## src/rtl/ctrl_pkg.sv

```systemverilog
// Shared definitions for the multicycle RV32I control unit: states, opcodes,
// ALU operation codes, datapath mux selects and small decode helpers.
package ctrl_pkg;

    typedef enum logic [3:0] {
        S_RESET,
        S_FETCH,
        S_DECODE,
        S_EXEC_R,
        S_EXEC_I,
        S_ALU_WB,
        S_MEM_ADDR,
        S_MEM_READ,
        S_MEM_WB,
        S_MEM_WRITE,
        S_BRANCH,
        S_JAL,
        S_JALR,
        S_UPPER,
        S_TRAP
    } state_t;

    // Which flavour of ALU decode the current state needs.
    typedef enum logic [1:0] {
        ALU_CLS_ADD,
        ALU_CLS_R,
        ALU_CLS_I,
        ALU_CLS_BR
    } alu_cls_t;

    localparam logic [6:0] OP_R      = 7'b0110011;
    localparam logic [6:0] OP_IMM    = 7'b0010011;
    localparam logic [6:0] OP_LOAD   = 7'b0000011;
    localparam logic [6:0] OP_STORE  = 7'b0100011;
    localparam logic [6:0] OP_BRANCH = 7'b1100011;
    localparam logic [6:0] OP_JAL    = 7'b1101111;
    localparam logic [6:0] OP_JALR   = 7'b1100111;
    localparam logic [6:0] OP_LUI    = 7'b0110111;
    localparam logic [6:0] OP_AUIPC  = 7'b0010111;

    localparam logic [3:0] ALU_ADD  = 4'b0000;
    localparam logic [3:0] ALU_SUB  = 4'b0001;
    localparam logic [3:0] ALU_SLL  = 4'b0010;
    localparam logic [3:0] ALU_SLT  = 4'b0100;
    localparam logic [3:0] ALU_SLTU = 4'b0110;
    localparam logic [3:0] ALU_XOR  = 4'b1000;
    localparam logic [3:0] ALU_SRL  = 4'b1010;
    localparam logic [3:0] ALU_SRA  = 4'b1011;
    localparam logic [3:0] ALU_OR   = 4'b1100;
    localparam logic [3:0] ALU_AND  = 4'b1110;

    localparam logic [1:0] SRC_A_PC    = 2'b00;
    localparam logic [1:0] SRC_A_OLDPC = 2'b01;
    localparam logic [1:0] SRC_A_RS1   = 2'b10;
    localparam logic [1:0] SRC_A_ZERO  = 2'b11;

    localparam logic [1:0] SRC_B_RS2  = 2'b00;
    localparam logic [1:0] SRC_B_IMM  = 2'b01;
    localparam logic [1:0] SRC_B_FOUR = 2'b10;

    localparam logic [1:0] RES_ALUOUT = 2'b00;
    localparam logic [1:0] RES_MEM    = 2'b01;
    localparam logic [1:0] RES_ALUY   = 2'b10;
    localparam logic [1:0] RES_PC     = 2'b11;

    localparam logic [2:0] IMM_I = 3'd0;
    localparam logic [2:0] IMM_S = 3'd1;
    localparam logic [2:0] IMM_B = 3'd2;
    localparam logic [2:0] IMM_U = 3'd3;
    localparam logic [2:0] IMM_J = 3'd4;

    localparam int unsigned RST_CNT_W = 4;

    // funct3 encodings that have no RV32I meaning for the given opcode.
    function automatic logic funct3_illegal(input logic [6:0] opcode, input logic [2:0] f3);
        logic bad;
        bad = 1'b0;
        case (opcode)
            OP_LOAD:   bad = (f3 == 3'b011) || (f3[2:1] == 2'b11);
            OP_STORE:  bad = (f3 >= 3'b011);
            OP_BRANCH: bad = (f3[2:1] == 2'b01);
            default:   bad = 1'b0;
        endcase
        return bad;
    endfunction

    // beq/bge/bgeu take on zero=1; bne/blt/bltu take on zero=0.
    function automatic logic branch_taken(input logic [2:0] f3, input logic zero);
        return zero ^ (f3[2] ^ f3[0]);
    endfunction

endpackage

```

## src/rtl/control_alu_dec.sv

```systemverilog
// Maps the state class plus funct3/instr[30] to the 4-bit ALU operation select.
module control_alu_dec
    import ctrl_pkg::*;
(
    input  alu_cls_t   cls_i,
    input  logic [2:0] funct3_i,
    input  logic       instr30_i,
    output logic [3:0] alu_sel_o
);

    logic [3:0] base_op;

    always_comb begin
        base_op = ALU_ADD;
        case (funct3_i)
            3'b000:  base_op = ALU_ADD;
            3'b001:  base_op = ALU_SLL;
            3'b010:  base_op = ALU_SLT;
            3'b011:  base_op = ALU_SLTU;
            3'b100:  base_op = ALU_XOR;
            3'b101:  base_op = ALU_SRL;
            3'b110:  base_op = ALU_OR;
            default: base_op = ALU_AND;
        endcase
    end

    always_comb begin
        alu_sel_o = ALU_ADD;
        case (cls_i)
            ALU_CLS_R: begin
                if (funct3_i == 3'b000)
                    alu_sel_o = instr30_i ? ALU_SUB : ALU_ADD;
                else if (funct3_i == 3'b101)
                    alu_sel_o = instr30_i ? ALU_SRA : ALU_SRL;
                else
                    alu_sel_o = base_op;
            end
            ALU_CLS_I: begin
                // instr[30] in addi is immediate data, so only shifts look at it.
                if (funct3_i == 3'b101 && instr30_i)
                    alu_sel_o = ALU_SRA;
                else
                    alu_sel_o = base_op;
            end
            ALU_CLS_BR: begin
                case (funct3_i[2:1])
                    2'b10:   alu_sel_o = ALU_SLT;
                    2'b11:   alu_sel_o = ALU_SLTU;
                    default: alu_sel_o = ALU_SUB;
                endcase
            end
            default: alu_sel_o = ALU_ADD;
        endcase
    end

endmodule

```

## src/rtl/control_multiciclo.sv

```systemverilog
// Multicycle RV32I control FSM: fetch/decode/execute/memory/writeback sequencing
// with Moore-decoded datapath controls and a sticky illegal-instruction trap.
module control_multiciclo
    import ctrl_pkg::*;
#(
    parameter int unsigned RESET_FETCH_DELAY = 1
)
(
    input  logic        clk,
    input  logic        rst_n,
    input  logic [31:0] instr,
    input  logic        zero,
    input  logic        mem_ready,
    output logic        mem_valid,
    output logic        mem_we,
    output logic        addr_sel,
    output logic        ir_we,
    output logic        pc_we,
    output logic        reg_we,
    output logic [1:0]  src_a_sel,
    output logic [1:0]  src_b_sel,
    output logic [1:0]  res_sel,
    output logic [2:0]  imm_sel,
    output logic [3:0]  alu_sel,
    output logic        illegal
);

    localparam logic [RST_CNT_W-1:0] RST_LAST = RST_CNT_W'(RESET_FETCH_DELAY - 1);

    state_t               state_q, state_d, decode_target;
    logic [RST_CNT_W-1:0] rst_cnt_q, rst_cnt_d;
    logic [6:0]           opcode;
    logic [2:0]           funct3;
    alu_cls_t             alu_cls;
    logic [3:0]           alu_op;
    logic                 unused_instr_bits;

    assign opcode            = instr[6:0];
    assign funct3            = instr[14:12];
    assign unused_instr_bits = ^{instr[31], instr[29:15], instr[11:7]};

    always_ff @(posedge clk or negedge rst_n) begin
        if (!rst_n) begin
            state_q   <= S_RESET;
            rst_cnt_q <= '0;
        end else begin
            state_q   <= state_d;
            rst_cnt_q <= rst_cnt_d;
        end
    end

    always_comb begin
        decode_target = S_TRAP;
        if (!funct3_illegal(opcode, funct3)) begin
            case (opcode)
                OP_R:              decode_target = S_EXEC_R;
                OP_IMM:            decode_target = S_EXEC_I;
                OP_LOAD, OP_STORE: decode_target = S_MEM_ADDR;
                OP_BRANCH:         decode_target = S_BRANCH;
                OP_JAL:            decode_target = S_JAL;
                OP_JALR:           decode_target = S_JALR;
                OP_LUI, OP_AUIPC:  decode_target = S_UPPER;
                default:           decode_target = S_TRAP;
            endcase
        end
    end

    always_comb begin
        state_d   = state_q;
        rst_cnt_d = '0;
        case (state_q)
            S_RESET: begin
                if (rst_cnt_q == RST_LAST)
                    state_d = S_FETCH;
                else
                    rst_cnt_d = rst_cnt_q + RST_CNT_W'(1);
            end
            S_FETCH:            if (mem_ready) state_d = S_DECODE;
            S_DECODE:           state_d = decode_target;
            S_EXEC_R, S_EXEC_I: state_d = S_ALU_WB;
            S_MEM_ADDR:         state_d = (opcode == OP_LOAD) ? S_MEM_READ : S_MEM_WRITE;
            S_MEM_READ:         if (mem_ready) state_d = S_MEM_WB;
            S_MEM_WRITE:        if (mem_ready) state_d = S_FETCH;
            S_ALU_WB, S_MEM_WB, S_BRANCH, S_JAL, S_JALR, S_UPPER:
                                state_d = S_FETCH;
            S_TRAP:             state_d = S_TRAP;
            default:            state_d = S_RESET;
        endcase
    end

    always_comb begin
        case (state_q)
            S_EXEC_R: alu_cls = ALU_CLS_R;
            S_EXEC_I: alu_cls = ALU_CLS_I;
            S_BRANCH: alu_cls = ALU_CLS_BR;
            default:  alu_cls = ALU_CLS_ADD;
        endcase
    end

    control_alu_dec u_alu_dec (
        .cls_i     (alu_cls),
        .funct3_i  (funct3),
        .instr30_i (instr[30]),
        .alu_sel_o (alu_op)
    );

    // Moore decode; only fetch enables and the branch pc_we look at inputs.
    always_comb begin
        mem_valid = 1'b0;
        mem_we    = 1'b0;
        addr_sel  = 1'b0;
        ir_we     = 1'b0;
        pc_we     = 1'b0;
        reg_we    = 1'b0;
        src_a_sel = SRC_A_PC;
        src_b_sel = SRC_B_RS2;
        res_sel   = RES_ALUOUT;
        imm_sel   = IMM_I;
        alu_sel   = ALU_ADD;
        illegal   = 1'b0;
        case (state_q)
            S_FETCH: begin
                mem_valid = 1'b1;
                src_a_sel = SRC_A_PC;
                src_b_sel = SRC_B_FOUR;
                ir_we     = mem_ready;
                pc_we     = mem_ready;
            end
            S_EXEC_R: begin
                src_a_sel = SRC_A_RS1;
                src_b_sel = SRC_B_RS2;
                alu_sel   = alu_op;
            end
            S_EXEC_I: begin
                src_a_sel = SRC_A_RS1;
                src_b_sel = SRC_B_IMM;
                imm_sel   = IMM_I;
                alu_sel   = alu_op;
            end
            S_ALU_WB: begin
                reg_we  = 1'b1;
                res_sel = RES_ALUOUT;
            end
            S_MEM_ADDR: begin
                src_a_sel = SRC_A_RS1;
                src_b_sel = SRC_B_IMM;
                imm_sel   = (opcode == OP_STORE) ? IMM_S : IMM_I;
            end
            S_MEM_READ: begin
                mem_valid = 1'b1;
                addr_sel  = 1'b1;
            end
            S_MEM_WB: begin
                reg_we  = 1'b1;
                res_sel = RES_MEM;
            end
            S_MEM_WRITE: begin
                mem_valid = 1'b1;
                mem_we    = 1'b1;
                addr_sel  = 1'b1;
            end
            S_BRANCH: begin
                src_a_sel = SRC_A_RS1;
                src_b_sel = SRC_B_RS2;
                imm_sel   = IMM_B;
                alu_sel   = alu_op;
                pc_we     = branch_taken(funct3, zero);
            end
            S_JAL: begin
                src_a_sel = SRC_A_OLDPC;
                src_b_sel = SRC_B_IMM;
                imm_sel   = IMM_J;
                pc_we     = 1'b1;
                reg_we    = 1'b1;
                res_sel   = RES_PC;
            end
            S_JALR: begin
                src_a_sel = SRC_A_RS1;
                src_b_sel = SRC_B_IMM;
                imm_sel   = IMM_I;
                pc_we     = 1'b1;
                reg_we    = 1'b1;
                res_sel   = RES_PC;
            end
            S_UPPER: begin
                src_a_sel = (opcode == OP_LUI) ? SRC_A_ZERO : SRC_A_OLDPC;
                src_b_sel = SRC_B_IMM;
                imm_sel   = IMM_U;
                reg_we    = 1'b1;
                res_sel   = RES_ALUY;
            end
            S_TRAP:  illegal = 1'b1;
            default: ;
        endcase
    end

endmodule

```

## config.mk

```make
export PLATFORM = sky130hd
export DESIGN_NAME = control_multiciclo
export DESIGN_NICKNAME = d
export VERILOG_FILES = /design/src/rtl/ctrl_pkg.sv /design/src/rtl/control_alu_dec.sv /design/src/rtl/control_multiciclo.sv
export SDC_FILE = /design/constraint.sdc
export NUM_CORES = 1
export LEC_CHECK = 0
export CORE_ASPECT_RATIO = 2
export CORE_MARGIN = 2
export CORE_UTILIZATION = 40
export CTS_CLUSTER_SIZE = 10
export DETAILED_ROUTE_END_ITERATION = 10
export GPL_TIMING_DRIVEN = 0
export PLACE_DENSITY = 0.77
export SETUP_SLACK_MARGIN = 0.15
export SLEW_MARGIN = 20
export SYNTH_ARGS = -nofsm -noshare
export SYNTH_HDL_FRONTEND = slang
export SYNTH_SLANG_ARGS = --single-unit
```

## constraint.sdc

```tcl
create_clock -name clk -period 2.1 [get_ports clk]
set_input_delay 0.525 -clock clk [delete_from_list [all_inputs] [get_ports clk]]
set_output_delay 0.525 -clock clk [all_outputs]
set_load 0.02 [all_outputs]
```

==> results of run 1 <==
==> cell usage after synthesis (2+ instances only) <==
cell type	count	share of area (%)
a21oi_1	10	4.4
inv_1	7	2.3
nand2_1	17	5.6
buf_6	4	4.0
or3_1	2	1.1
nor3_1	5	2.2
buf_2	8	3.5
nor4_1	4	2.2
o21ai_0	13	5.7
nand3_1	6	2.6
nor2b_1	5	2.8
ha_1	2	2.2
dfrtp_1	8	18
xnor2_1	5	3.9
nand2b_1	6	3.3
a22oi_1	2	1.3
o31ai_1	2	1.3
nor2_1	27	8.9
o21a_1	2	1.3
and3_1	2	1.1
==> through the flow <==
step / std cells / utilization, % / hold slack [ps] / worst slack [ps] / instance area (um2)
2_1_floorplan: 165 / - / 229.4 / -4.406 / 1175
3_3_place_gp: 223 / 54.87 / 477.8 / -996.5 / 1501
3_5_place_dp: 223 / 54.87 / 501.3 / -1046 / 1501
4_1_cts: 236 / 62.83 / 509.5 / -250.5 / 1719
5_1_grt: 247 / 70.19 / 524.8 / -349.4 / 1921
6_report: 247 / 70.19 / 508.4 / -266.8 / 1921
==> power by group <==
group          total (mW)  switching, mW  internal, mW  leakage [nW]
combinational        2.02           1.10         0.917         0.706
sequential          0.217         0.0262         0.191         0.106
clock               0.175         0.0521         0.123        0.0216
==> cell type report <==
class	instances	area share, %
buffer	14	9.251
clock buffer	3	2.150
inverter	7	1.498
multi-input combinational	136	51.92
sequential	8	10.42
tap	29	1.889
timing repair buffer	50	22.87
==> critical path: cells and delay by family (launching register included) <==
kind / cells / cell delay (ps)
AND/OR/NAND/NOR: 3 / 580
flip-flops: 1 / 380
AO/OA/AOI/OAI: 2 / 410
buffers and inverters: 1 / 250
==> routing by layer <==
| layer | vias to the layer above | global-route usage, % |
|---|---|---|
| met3 | 18 | 2.941 |
| li1 | 690 | - |
| met1 | 694 | 24.41 |
| met5 | - | 0 |
| met4 | 0 | 10.32 |
| met2 | 61 | 46.25 |
==> sequential cells by signal, indices dropped and copies added, names as in the netlist <==
register / count
rst_cnt_q: 4
state_q: 4
==> timing repair <==
item | CTS | global route
cloned | 0 | 1
pin swaps | 15 | 11
setup endpoints to repair | 23 | 19
setup buffers | 10 | 10
gates resized for setup | 148 | 37
==> worst min path at each step <==
stage | start | end | slack, ps | cells after the start
3_5_place_dp | rst_cnt_q[0] | rst_cnt_q[0] | 500 | 1
4_1_cts | rst_cnt_q[0] | rst_cnt_q[0] | 510 | 1
2_1_floorplan | rst_n | rst_cnt_q[0] | 230 | 0
3_3_place_gp | rst_cnt_q[0] | rst_cnt_q[0] | 480 | 1
6_report | rst_cnt_q[0] | rst_cnt_q[0] | 510 | 1
5_1_grt | rst_cnt_q[0] | rst_cnt_q[0] | 520 | 1
==> logic make-up after synthesis <==
group / count (synthesis) / share of synthesized area (%)
AND/OR/NAND/NOR: 86 / 40.16
AO/OA/AOI/OAI: 42 / 24.64
flip-flops: 8 / 17.60
XOR/XNOR: 6 / 4.620
adder cells (fa/ha/maj): 2 / 2.200
buffers and inverters: 21 / 10.78
==> impl_metrics.ini, run 1 <==
[grt]
globalRouteOverflowTotal = 0
grt_antenna_before_repair = 0
first_global_vias = 1434
grt_use_total_pct = 23.85
largest_net_degree_at_the_start_of_global_routing = 11
grt_pass1_wl_um = 6348

[sta]
final-setup-viol-count = 9
worst_slew_margin_rel_pct = 73.86
rsz_0062_raised_after_global_routing = yes
slew_violations = 0
post-route-min-period_ps = 2367
fin_ws_ps = -266.8
worst_pin_slew_ps = 392.1
timing.setup.tns_ps = -979.9
post-route-period-util_pct = 112.7
timing_hold_violations_final = 0
fmax_mhz = 422.5
final.setup_skew_ps = 2.774

[power]
ir_worst_vdd_uv = 736.2
cellLeakagePower_nw = 0.8333
p_per_area_nw_per_um2 = 1257
p_total_mw = 2.414

[cts]
cts-hold-fix-buffers = 0
cts_buffers = 3
cts_buffer_depth = 2
cts.reportedPaths.clkPinSlew_ps = 40
clk_root_buffer_cell = clkbuf_8
clock_sinks = 8
clk-insertion-delay-late_ps = 220
tritoncts = built
h_tree_lvl_count = 1

[routing]
route.layer.met1.wl_um = 1533
antenna_violating_nets_left = 0
vias_per_cell = 5.923
drt_wl_total_um = 4265
avgRoutedWirePerCell_um = 17.27
wl_met2_um = 2396
num_vias = 1463
maxUsedRoutingLayer = met4
dr.first_iter.drc_count = 65
route.detailed.drc = 0
router_iterations_before_antenna_repair = 4
dr_wl_met3_um = 129

[critical_path]
cp_data_required_time_ps = 1570
worst_r2r_path_depth = 7
critical_path.endpoint_type = output pin
crit_type = register to output pin
critical_path.reg2reg.startpoint = state_q[3]
crit_path_max_incr_delay_ps = 380
critPathMaxFanout = 2
worstPathCellList = and2b_2 -> nand2_2 -> nor4_4 -> o21ai_1 -> a222oi_1 -> buf_2
startpoint = state_q[1]
reg2reg_to = state_q[3]
timing.critical_path.arrival_ps = 1840
flop_to_flop_setup_slack_ps = 290
crit_path_start_kind = register
crit_slowest_cell = dfrtp_1
crit_end = src_a_sel[1]

[floorplanning]
design.die.area_um2 = 3312
die_y_um = 79.41
num_io_pins = 56
dieWidth_um = 41.71
initial_core_util_pct = 41.56
floorplan.core_area_um2 = 2736
fp-row-count = 27

[final_layout]
register_area_um2 = 200.2
share_of_post_route_cells_with_drive_strength_above_1_pct = 48.17
layout.filler_cells = 204
multi_input_area_um2 = 997.2
final_cell_mix = buf_4 (31), nor2_1 (17), nand2_1 (13), buf_6 (11)
synthToLayoutAreaGrowth_pct = 68.87
final_net_count = 258
total_inserted_antenna_cells = 0
final_common_cell = buf_4

[synthesis]
yosys_warning_total = 0
synth-main-ff-cell = dfrtp_1
syn-instance-count = 165
syn-cell-area_um2 = 1137
syn-mean-instance-area_um2 = 6.893
synth-edff-count = 0
number_of_unique_standard_cell_types_used_by_synthesis = 48
asyncSetResetFlopFracSynth_pct = 100.0
synth-seq-area-share_pct = 17.60
synth-seq-cells = 8
synthesis.nets = 203

[status]
outcome = finished with violations
violations = negative setup slack

[place]
place.detailed.hpwl_um = 2770
io_buffers = 29
globalplace.congestion = 0.9570

[run]
max_cap_violations = 0

[min_path]
worst_hold_path_type = register to register
Note: power is estimated with default switching activity, not from simulation.
==> run 2, diff against run 1 <==
CAP_MARGIN = 20   (was not set)
==> results of run 2 <==
Same layout as run 1: the final DEF is identical, and so are final timing and power.
